===== src/rtl/e203_exu_fpu_fmis_mvx_if.sv =====
// Issue and writeback handshake bundle for the FP-to-integer move/classify unit.
//   slave  : unit view (consumes issue, produces writeback)
//   master : environment view (dispatch plus writeback arbiter)
// Issue side : fmis_mvx_i_valid/ready, fmis_i_rs1, fmis_i_op, fmis_i_rdidx, fmis_i_flush
// Wback side : fmis_mvx_o_valid/ready, fmis_mvx_o_wbck_wdat, fmis_mvx_o_wbck_rdidx
// Status     : fmis_mvx_busy
interface e203_exu_fpu_fmis_mvx_if #(
  parameter int unsigned RDIDX_W = 5
);
  logic               fmis_mvx_i_valid;
  logic               fmis_mvx_i_ready;
  logic [31:0]        fmis_i_rs1;
  logic               fmis_i_op;
  logic [RDIDX_W-1:0] fmis_i_rdidx;
  logic               fmis_i_flush;
  logic               fmis_mvx_o_valid;
  logic               fmis_mvx_o_ready;
  logic [31:0]        fmis_mvx_o_wbck_wdat;
  logic [RDIDX_W-1:0] fmis_mvx_o_wbck_rdidx;
  logic               fmis_mvx_busy;

  modport slave (
    input  fmis_mvx_i_valid, fmis_i_rs1, fmis_i_op, fmis_i_rdidx, fmis_i_flush,
    input  fmis_mvx_o_ready,
    output fmis_mvx_i_ready, fmis_mvx_o_valid, fmis_mvx_o_wbck_wdat,
    output fmis_mvx_o_wbck_rdidx, fmis_mvx_busy
  );

  modport master (
    output fmis_mvx_i_valid, fmis_i_rs1, fmis_i_op, fmis_i_rdidx, fmis_i_flush,
    output fmis_mvx_o_ready,
    input  fmis_mvx_i_ready, fmis_mvx_o_valid, fmis_mvx_o_wbck_wdat,
    input  fmis_mvx_o_wbck_rdidx, fmis_mvx_busy
  );
endinterface


===== src/rtl/e203_exu_fpu_fmis_mvx.sv =====
// FP-to-integer move/classify unit (FMV.X.W and FCLASS.S) with a 2-entry
// registered skid buffer in front of the integer writeback arbiter.
// Ports:
//   clk   : clock
//   rst_n : synchronous active-low reset
//   bus   : issue/writeback handshake bundle (slave view)
// Issue ready depends only on registered occupancy, flush and reset, so there
// is no combinational path from writeback ready back to dispatch.
module e203_exu_fpu_fmis_mvx #(
  parameter int unsigned RDIDX_W = 5
) (
  input  logic                    clk,
  input  logic                    rst_n,
  e203_exu_fpu_fmis_mvx_if.slave  bus
);

  localparam int unsigned DATA_W  = 32;
  localparam int unsigned CLASS_W = 10;

  typedef struct packed {
    logic [DATA_W-1:0]  wdat;
    logic [RDIDX_W-1:0] rdidx;
  } res_t;

  typedef enum logic [1:0] {
    EMPTY = 2'd0,
    ONE   = 2'd1,
    TWO   = 2'd2
  } state_t;

  state_t state, state_nxt;
  res_t   main_q, skid_q, res_c;
  logic   accept, drain;
  logic   load_main_new, load_main_skid, load_skid;

  // FCLASS.S field decode
  logic               sgn, exp_ones, exp_zero, frac_zero, quiet;
  logic [CLASS_W-1:0] cls;

  always_comb begin
    sgn       = bus.fmis_i_rs1[31];
    exp_ones  = &bus.fmis_i_rs1[30:23];
    exp_zero  = ~|bus.fmis_i_rs1[30:23];
    frac_zero = ~|bus.fmis_i_rs1[22:0];
    quiet     = bus.fmis_i_rs1[22];
    cls       = '0;
    cls[0]    =  sgn & exp_ones & frac_zero;
    cls[1]    =  sgn & ~exp_ones & ~exp_zero;
    cls[2]    =  sgn & exp_zero & ~frac_zero;
    cls[3]    =  sgn & exp_zero & frac_zero;
    cls[4]    = ~sgn & exp_zero & frac_zero;
    cls[5]    = ~sgn & exp_zero & ~frac_zero;
    cls[6]    = ~sgn & ~exp_ones & ~exp_zero;
    cls[7]    = ~sgn & exp_ones & frac_zero;
    cls[8]    =  exp_ones & ~frac_zero & ~quiet;
    cls[9]    =  exp_ones & quiet;
  end

  // Result is formed once at accept and never recomputed
  always_comb begin
    res_c.rdidx = bus.fmis_i_rdidx;
    res_c.wdat  = bus.fmis_i_op ? DATA_W'(cls) : bus.fmis_i_rs1;
  end

  // Handshakes and status
  assign bus.fmis_mvx_i_ready      = (state != TWO) & ~bus.fmis_i_flush & rst_n;
  assign accept                    = bus.fmis_mvx_i_valid & bus.fmis_mvx_i_ready;
  assign drain                     = bus.fmis_mvx_o_valid & bus.fmis_mvx_o_ready;
  assign bus.fmis_mvx_o_valid      = (state != EMPTY);
  // Skid is only ever occupied together with main, so main-valid covers both
  assign bus.fmis_mvx_busy         = (state != EMPTY);
  assign bus.fmis_mvx_o_wbck_wdat  = main_q.wdat;
  assign bus.fmis_mvx_o_wbck_rdidx = main_q.rdidx;

  // State register
  always_ff @(posedge clk) begin
    if (!rst_n) state <= EMPTY;
    else        state <= state_nxt;
  end

  // Next-state and buffer load controls; flush overrides accept and drain
  always_comb begin
    state_nxt      = state;
    load_main_new  = 1'b0;
    load_main_skid = 1'b0;
    load_skid      = 1'b0;
    if (bus.fmis_i_flush) begin
      state_nxt = EMPTY;
    end else begin
      unique case (state)
        EMPTY: begin
          if (accept) begin
            state_nxt     = ONE;
            load_main_new = 1'b1;
          end
        end
        ONE: begin
          if (accept && !drain) begin
            state_nxt = TWO;
            load_skid = 1'b1;
          end else if (drain && !accept) begin
            state_nxt = EMPTY;
          end else if (accept && drain) begin
            load_main_new = 1'b1;
          end
        end
        TWO: begin
          // i_ready is low in TWO, so only a drain can happen here
          if (drain) begin
            state_nxt      = ONE;
            load_main_skid = 1'b1;
          end
        end
        default: state_nxt = EMPTY;
      endcase
    end
  end

  // Payload registers; only the valids (state) clear on flush
  always_ff @(posedge clk) begin
    if (!rst_n) begin
      main_q <= '0;
      skid_q <= '0;
    end else begin
      if (load_main_new)       main_q <= res_c;
      else if (load_main_skid) main_q <= skid_q;
      if (load_skid)           skid_q <= res_c;
    end
  end

endmodule

===== src/flat_wrapper.sv =====
// flat-port wrapper written by rule: the top's interface ports become plain ports
module e203_exu_fpu_fmis_mvx_flat 
#(
  parameter int unsigned RDIDX_W = 5
)
  (clk, rst_n, bus_fmis_mvx_i_valid, bus_fmis_i_rs1, bus_fmis_i_op, bus_fmis_i_rdidx, bus_fmis_i_flush, bus_fmis_mvx_o_ready, bus_fmis_mvx_i_ready, bus_fmis_mvx_o_valid, bus_fmis_mvx_o_wbck_wdat, bus_fmis_mvx_o_wbck_rdidx, bus_fmis_mvx_busy);
  e203_exu_fpu_fmis_mvx_if #(.RDIDX_W(RDIDX_W)) bus_i ();
  input  logic clk;
  input  logic rst_n;
  input wire logic [$bits(bus_i.fmis_mvx_i_valid)-1:0] bus_fmis_mvx_i_valid;
  input wire logic [$bits(bus_i.fmis_i_rs1)-1:0] bus_fmis_i_rs1;
  input wire logic [$bits(bus_i.fmis_i_op)-1:0] bus_fmis_i_op;
  input wire logic [$bits(bus_i.fmis_i_rdidx)-1:0] bus_fmis_i_rdidx;
  input wire logic [$bits(bus_i.fmis_i_flush)-1:0] bus_fmis_i_flush;
  input wire logic [$bits(bus_i.fmis_mvx_o_ready)-1:0] bus_fmis_mvx_o_ready;
  output wire logic [$bits(bus_i.fmis_mvx_i_ready)-1:0] bus_fmis_mvx_i_ready;
  output wire logic [$bits(bus_i.fmis_mvx_o_valid)-1:0] bus_fmis_mvx_o_valid;
  output wire logic [$bits(bus_i.fmis_mvx_o_wbck_wdat)-1:0] bus_fmis_mvx_o_wbck_wdat;
  output wire logic [$bits(bus_i.fmis_mvx_o_wbck_rdidx)-1:0] bus_fmis_mvx_o_wbck_rdidx;
  output wire logic [$bits(bus_i.fmis_mvx_busy)-1:0] bus_fmis_mvx_busy;
  assign bus_i.fmis_mvx_i_valid = bus_fmis_mvx_i_valid;
  assign bus_i.fmis_i_rs1 = bus_fmis_i_rs1;
  assign bus_i.fmis_i_op = bus_fmis_i_op;
  assign bus_i.fmis_i_rdidx = bus_fmis_i_rdidx;
  assign bus_i.fmis_i_flush = bus_fmis_i_flush;
  assign bus_i.fmis_mvx_o_ready = bus_fmis_mvx_o_ready;
  assign bus_fmis_mvx_i_ready = bus_i.fmis_mvx_i_ready;
  assign bus_fmis_mvx_o_valid = bus_i.fmis_mvx_o_valid;
  assign bus_fmis_mvx_o_wbck_wdat = bus_i.fmis_mvx_o_wbck_wdat;
  assign bus_fmis_mvx_o_wbck_rdidx = bus_i.fmis_mvx_o_wbck_rdidx;
  assign bus_fmis_mvx_busy = bus_i.fmis_mvx_busy;
  e203_exu_fpu_fmis_mvx #(.RDIDX_W(RDIDX_W)) u_core (.clk(clk), .rst_n(rst_n), .bus(bus_i));
endmodule

===== config.mk =====
export PLATFORM = sky130hd
export DESIGN_NAME = e203_exu_fpu_fmis_mvx_flat
export DESIGN_NICKNAME = d
export VERILOG_FILES = /design/src/rtl/e203_exu_fpu_fmis_mvx_if.sv /design/src/rtl/e203_exu_fpu_fmis_mvx.sv /design/src/flat_wrapper.sv
export SDC_FILE = /design/constraint.sdc
export NUM_CORES = 1
export LEC_CHECK = 0
export CAP_MARGIN = 20
export CORE_MARGIN = 2
export CORE_UTILIZATION = 50
export CTS_BUF_LIST = sky130_fd_sc_hd__clkbuf_4 sky130_fd_sc_hd__clkbuf_8
export DETAILED_ROUTE_END_ITERATION = 10
export DONT_BUFFER_PORTS = 1
export HOLD_SLACK_MARGIN = 0.12
export SETUP_SLACK_MARGIN = 0.2
export SLEW_MARGIN = 25
export SYNTH_ARGS = -nofsm -noshare
export SYNTH_HDL_FRONTEND = slang
export SYNTH_SLANG_ARGS = --single-unit

===== constraint.sdc =====
create_clock -name clk -period 3.48 [get_ports clk]
set_input_delay 1.044 -clock clk [delete_from_list [all_inputs] [get_ports clk]]
set_output_delay 1.044 -clock clk [all_outputs]
set_load 0.005 [all_outputs]

# --- Yosys cells after proc, flatten, opt, wreduce, memory -nomap -nowiden ---
# Cells that the tools add are included.
classes:
  add_sub_neg: 0
  n_mul: 0
  div_mod_pow: 0
  order_cmp: 0
  n_eq_ne: 6
  shifts: 0
  mux: 20
  bitwise_logic: 26
  reduce_logical: 15
ops:
  columns: ["op", "count"]
  rows:
  - ["$mux 37", 2]
  - ["$mux 32", 1]
  - ["$reduce_or 23->1", 1]
  - ["$and 1x1->1", 21]
  - ["$mux 1", 11]
  - ["$mux 2", 4]
  - ["$reduce_and 8->1", 1]
  - ["$reduce_or 8->1", 1]
  - ["$pmux 2 s3", 1]
  - ["$not 1->1", 5]
  - ["$logic_not 1->1", 4]
  - ["$ne 2x1->1 const B", 2]
  - ["$reduce_bool 2->1", 2]
  - ["$logic_and 1x1->1", 3]
  - ["$ne 3x1->1 const B", 1]
  - ["$reduce_and 3->1", 1]
  - ["$eq 2x1->1 const B", 1]
  - ["$eq 2x2->1 const B", 1]
  - ["$logic_not 2->1", 1]
  - ["$ne 2x2->1 const B", 1]
  - ["$pmux 1 s2", 1]
  - ["$reduce_or 2->1", 1]
word_totals:
  register_bits: 76
  latch_bits: 0
  mem_bits_rw: 0
  rom_bits: 0
  in_bits: 43
  output_inout_bits: 40
  word_cells: 72
  memories: 0

# --- Depth between registers and ports, before layout ---
logic_depth:
  word_depth: 11
  mapped_depth: 6
  ltp_nobuf: 4

# --- Worst setup path before layout ---
# Ideal clock, no wire load.
synth_timing:
  path_type: "input to output"
  startpoint: "input port bus_fmis_i_flush"
  endpoint: "output port bus_fmis_mvx_i_ready"
  arrival_ns: 1.302
  t_required_ns: 2.436
  setup_slack_ns: 1.134
  cell_stages: 2
  path_buffers: 0
  path_cell_list: "nand2b_1 -> nor2_1"
synth_via:
  elab_chain_cells: 3
synth_rtl:
  columns: ["element", "line_no", "source"]
  rows:
  - ["start: declaration", "flat_wrapper.sv:14", "input wire logic [$bits(bus_i.fmis_i_flush)-1:0] bus_fmis_i_flush;"]
  - ["$not 1->1", "e203_exu_fpu_fmis_mvx.sv:66", "assign bus.fmis_mvx_i_ready = (state != TWO) & ~bus.fmis_i_flush & rst_n;"]
  - ["$and 1x1->1 (2 in series)", "e203_exu_fpu_fmis_mvx.sv:66", null]
  - ["end: declaration", "flat_wrapper.sv:16", "output wire logic [$bits(bus_i.fmis_mvx_i_ready)-1:0] bus_fmis_mvx_i_ready;"]
# Every way passes these cells.

# --- Worst setup path in the final report ---
# Ends and elaborated chain as after synthesis.

==> results list <==
- Initial cell density of the core: 52.3%
- The number of clock buffers added by TritonCTS is 9.
* Unrepaired setup endpoints after global routing: no
- After layout, the worst path uses 68.4% of the clock period.
* Maximum fanout along the worst path: 4
- Setup tns final: 0 ns
* Mean cell area of the mapped netlist: 9.24 µm²
* Post-CTS Resized: 0
- In the final layout, the share of cells above drive strength 1 is 9.55%.
* Ports placed on the boundary: 83
* Via Count: 2682
- Wires add up to 8140 µm.
* # rows: 29
* Fraction of post-synthesis cell area in the top cell type by area: 45.3%
* CTS tree: done
* Pin count of the biggest net entering global routing: 78
- Clock-pin slew was measured on the worst setup and hold paths at 0.08 ns.
- Setup violations remaining at the end of the flow were counted as 0.
- Yosys printed 0 warnings.
* Simple-gate share of the synthesized area: 21.8%
- Antenna Nets Post-Route: 0
- Wire length per cell: 18.8 µm
* Final global-route overflow total: 0
- Worst slew margin: 56.2%
* Startpoint type of the worst setup path: input port
- The flow ran to the end, and the final reports show no timing, DRC or antenna violations.
* Worst min-delay path category: flop to flop
- Number of flops mapped to enable cells by yosys: 0
- Clock latency on the worst-skew pair: 0.34 ns
* Post-placement cell area: 3350 µm²
* Die boundary width: 85.9 µm
- sky130_fd_sc_hd__dfxtp_1 takes more of the synthesized area than any other cell.
- Worst EP required: 2.44 ns
* Mux cell area share after synthesis: 5.07%
- From synthesis to final layout, the design area changed by 6.30%.
* Root buf cell: sky130_fd_sc_hd__clkbuf_8
- For this design, the CTS-stage hold fixing added 0 buffers.
* Number of antenna violations at the first check in global routing: 0
- Hold is met by 0.455 ns.
- Post-CTS setup-driven buffer insertion count: 0
- Synth Area in Adders: 0%
- Share of the synthesized netlist area taken by xor and xnor gates: 0%
- Min Clock Period, post-route: 2.38 ns
- Traced cell by cell, the critical path runs through nand2b_1, nor2_1.
* Max-cap violation count: 0
- The first detailed-routing pass took 5 iterations.
* CTS Sinks: 76
- In this design, the largest share of critical-path delay is due to simple AND/OR/NAND/NOR gates.
- Count of distinct cell types in the synthesized netlist: 41
- Sequential cells were found to cover 45.3% of the synthesized design area.
- Cell area after synthesis: 3360 µm²
* Final weighted congestion of routability-driven global placement: 0.818
- The longest clock path from root to sink contains 2 buffers.
- Leakage power: 0.00125 µW
* Stage delay of the slowest cell on the critical path: 0.15 ns
* Syn Inst Count: 363
* Top cells by area in the synthesized netlist: sky130_fd_sc_hd__dfxtp_1, sky130_fd_sc_hd__a222oi_1, sky130_fd_sc_hd__a21boi_1
- Critical path type: input port to output port
- For this run, the total global-route usage over all layers was measured as 22.4%.
* CP bufs+invs: 0
- Critical Path Sink Type: output port
* Antenna Cells: 0
- Global-route wire length before repair: 13000 µm
- Post-Syn Nets: 406
- Max Slew Vio Count: 0
* Design Area, Final: 3570 µm²
* Largest family of logic cells by synthesized area: compound AO/OA/AOI/OAI gates
- Maximum clock frequency: 420 MHz
* Post-DP HPWL: 5360 µm
- Die footprint: 7380 µm²
- Measured along the y axis, the die boundary spans 85.9 µm.
* Prevailing post-synth register cell: sky130_fd_sc_hd__dfxtp_1
* DR DRC count: 0
- In this run the power density over the cells is 477 nW/µm².
- The hold violation total from the final report was 0.
- Data arrival, critical path: 1.34 ns
- Synthesized-area fraction occupied by ao, oa, aoi and oai cells: 23.0%
* Number of synthesized register bits: 76
* Actual slew at the worst max-slew pin: 0.656 ns
- The worst-case IR drop observed on VDD is 0.000291 V.
* Via-per-instance ratio: 6.19
- Input/output buffers: 0
* Share of flip-flops with an asynchronous set or reset after synthesis: 0%
- The total area inside the core boundary comes to 6420 µm².
- The first routing iteration left 178 violations.
* Via count of the first global-routing pass: 2648
* Post-layout net count: 395
- The slowest stage of the critical path is the sky130_fd_sc_hd__nand2b_1 cell.
- The H-tree was split into 3 levels.
- The clock arrives with 0.00546 ns of skew.
* Number of inserted filler cells in the final layout: 588
## per-stage QoR
step,utilization (%),setup slack (ns),std cells,power [µW]
floorplan,-,1.13,363,996
global placement,52.2,0.822,418,1000
detailed placement,52.2,0.797,418,1000
CTS,55.5,1.10,433,1720
global route,55.5,1.06,433,1780
finish,55.5,1.10,433,1700
## cell usage after synthesis, types with 3 or more instances
| master | count |
|---|---|
| sky130_fd_sc_hd__dfxtp_1 | 76 |
| sky130_fd_sc_hd__nand2_1 | 44 |
| sky130_fd_sc_hd__nor2b_1 | 32 |
| sky130_fd_sc_hd__a21boi_1 | 27 |
| sky130_fd_sc_hd__a222oi_1 | 22 |
| sky130_fd_sc_hd__nand3_1 | 22 |
| sky130_fd_sc_hd__a21oi_1 | 16 |
| sky130_fd_sc_hd__buf_2 | 13 |
| sky130_fd_sc_hd__clkbuf_1 | 12 |
| sky130_fd_sc_hd__o21ai_1 | 12 |
| sky130_fd_sc_hd__mux2_1 | 8 |
| sky130_fd_sc_hd__mux2i_1 | 8 |
| sky130_fd_sc_hd__nor2_1 | 8 |
| sky130_fd_sc_hd__o21ai_0 | 7 |
| sky130_fd_sc_hd__nor4_1 | 6 |
| sky130_fd_sc_hd__nor3_1 | 5 |
| sky130_fd_sc_hd__o211a_1 | 5 |
| sky130_fd_sc_hd__a31oi_1 | 3 |
| sky130_fd_sc_hd__buf_6 | 3 |
| sky130_fd_sc_hd__nand2b_1 | 3 |
| sky130_fd_sc_hd__nand4_1 | 3 |
| sky130_fd_sc_hd__nor3_2 | 3 |
## registers in the layout (all words and copies together) (netlist names)
register,cells
u_core.bus.fmis_mvx_o_wbck_wdat,32
u_core.skid_q,37
u_core.state,2
u_core.bus.fmis_mvx_o_wbck_rdidx,5
## where the power goes
group          internal [µW]  leakage [µW]  switching [µW]
combinational           40.0      0.000528            41.7
sequential               886      0.000615            12.4
clock                    401      0.000105             321
total                   1330       0.00125             375
## logic make-up (layout without fill, tap and decap cells)
family | Yosys count | after routing
buffers and inverters | 31 | 24
DFF | 76 | 76
and+or+nand+nor | 136 | 136
AOI/OAI and AO/OA | 104 | 104
muxes | 16 | 16
## final cells by class
| class | count | area [µm²] | share of cell area [%] |
|---|---|---|---|
| flip-flops and latches | 76 | 1520 | 42.7 |
| repair buffers | 7 | 52.6 | 1.47 |
| inverters | 2 | 7.51 | 0.210 |
| clock buffers | 9 | 124 | 3.47 |
| well taps | 77 | 96.3 | 2.70 |
| multi-input cells | 256 | 1680 | 47.0 |
| clock inverters | 6 | 90.1 | 2.53 |
## metal layers
layer,track usage [%],part of all wire (%),vias up
li1,-,-,1315
met1,29.2,44,1260
met2,34.0,45,93
met3,7.12,9.5,14
met4,9.67,1.6,0
met5,0,0,-
## placed cells by master (no fill, tap or decap), types with 8 or more instances in the layout
cell type | netlist | layout
sky130_fd_sc_hd__dfxtp_1 | 76 | 76
sky130_fd_sc_hd__nand2_1 | 44 | 44
sky130_fd_sc_hd__nor2b_1 | 32 | 32
sky130_fd_sc_hd__a21boi_1 | 27 | 27
sky130_fd_sc_hd__a222oi_1 | 22 | 22
sky130_fd_sc_hd__nand3_1 | 22 | 22
sky130_fd_sc_hd__a21oi_1 | 16 | 16
sky130_fd_sc_hd__o21ai_1 | 12 | 12
sky130_fd_sc_hd__clkbuf_8 | 0 | 9
sky130_fd_sc_hd__nor2_1 | 8 | 8
sky130_fd_sc_hd__mux2_1 | 8 | 8
sky130_fd_sc_hd__mux2i_1 | 8 | 8
## final timing paths
kind	depth (start not counted)	from	slack [ns]	end
worst max-delay path	2	bus_fmis_i_flush	1.10	bus_fmis_mvx_i_ready
worst min-delay path	2	u_core.skid_q[30]$_SDFFE_PN0P_	0.45	u_core.skid_q[30]$_SDFFE_PN0P_
worst max register to register	5	u_core.state[1]$_SDFFE_PP0P_	1.45	u_core.bus.fmis_mvx_o_wbck_wdat[6]$_SDFFE_PN0P_
worst min register to register	2	u_core.skid_q[30]$_SDFFE_PN0P_	0.45	u_core.skid_q[30]$_SDFFE_PN0P_
Power figures use the tool's default switching activity.
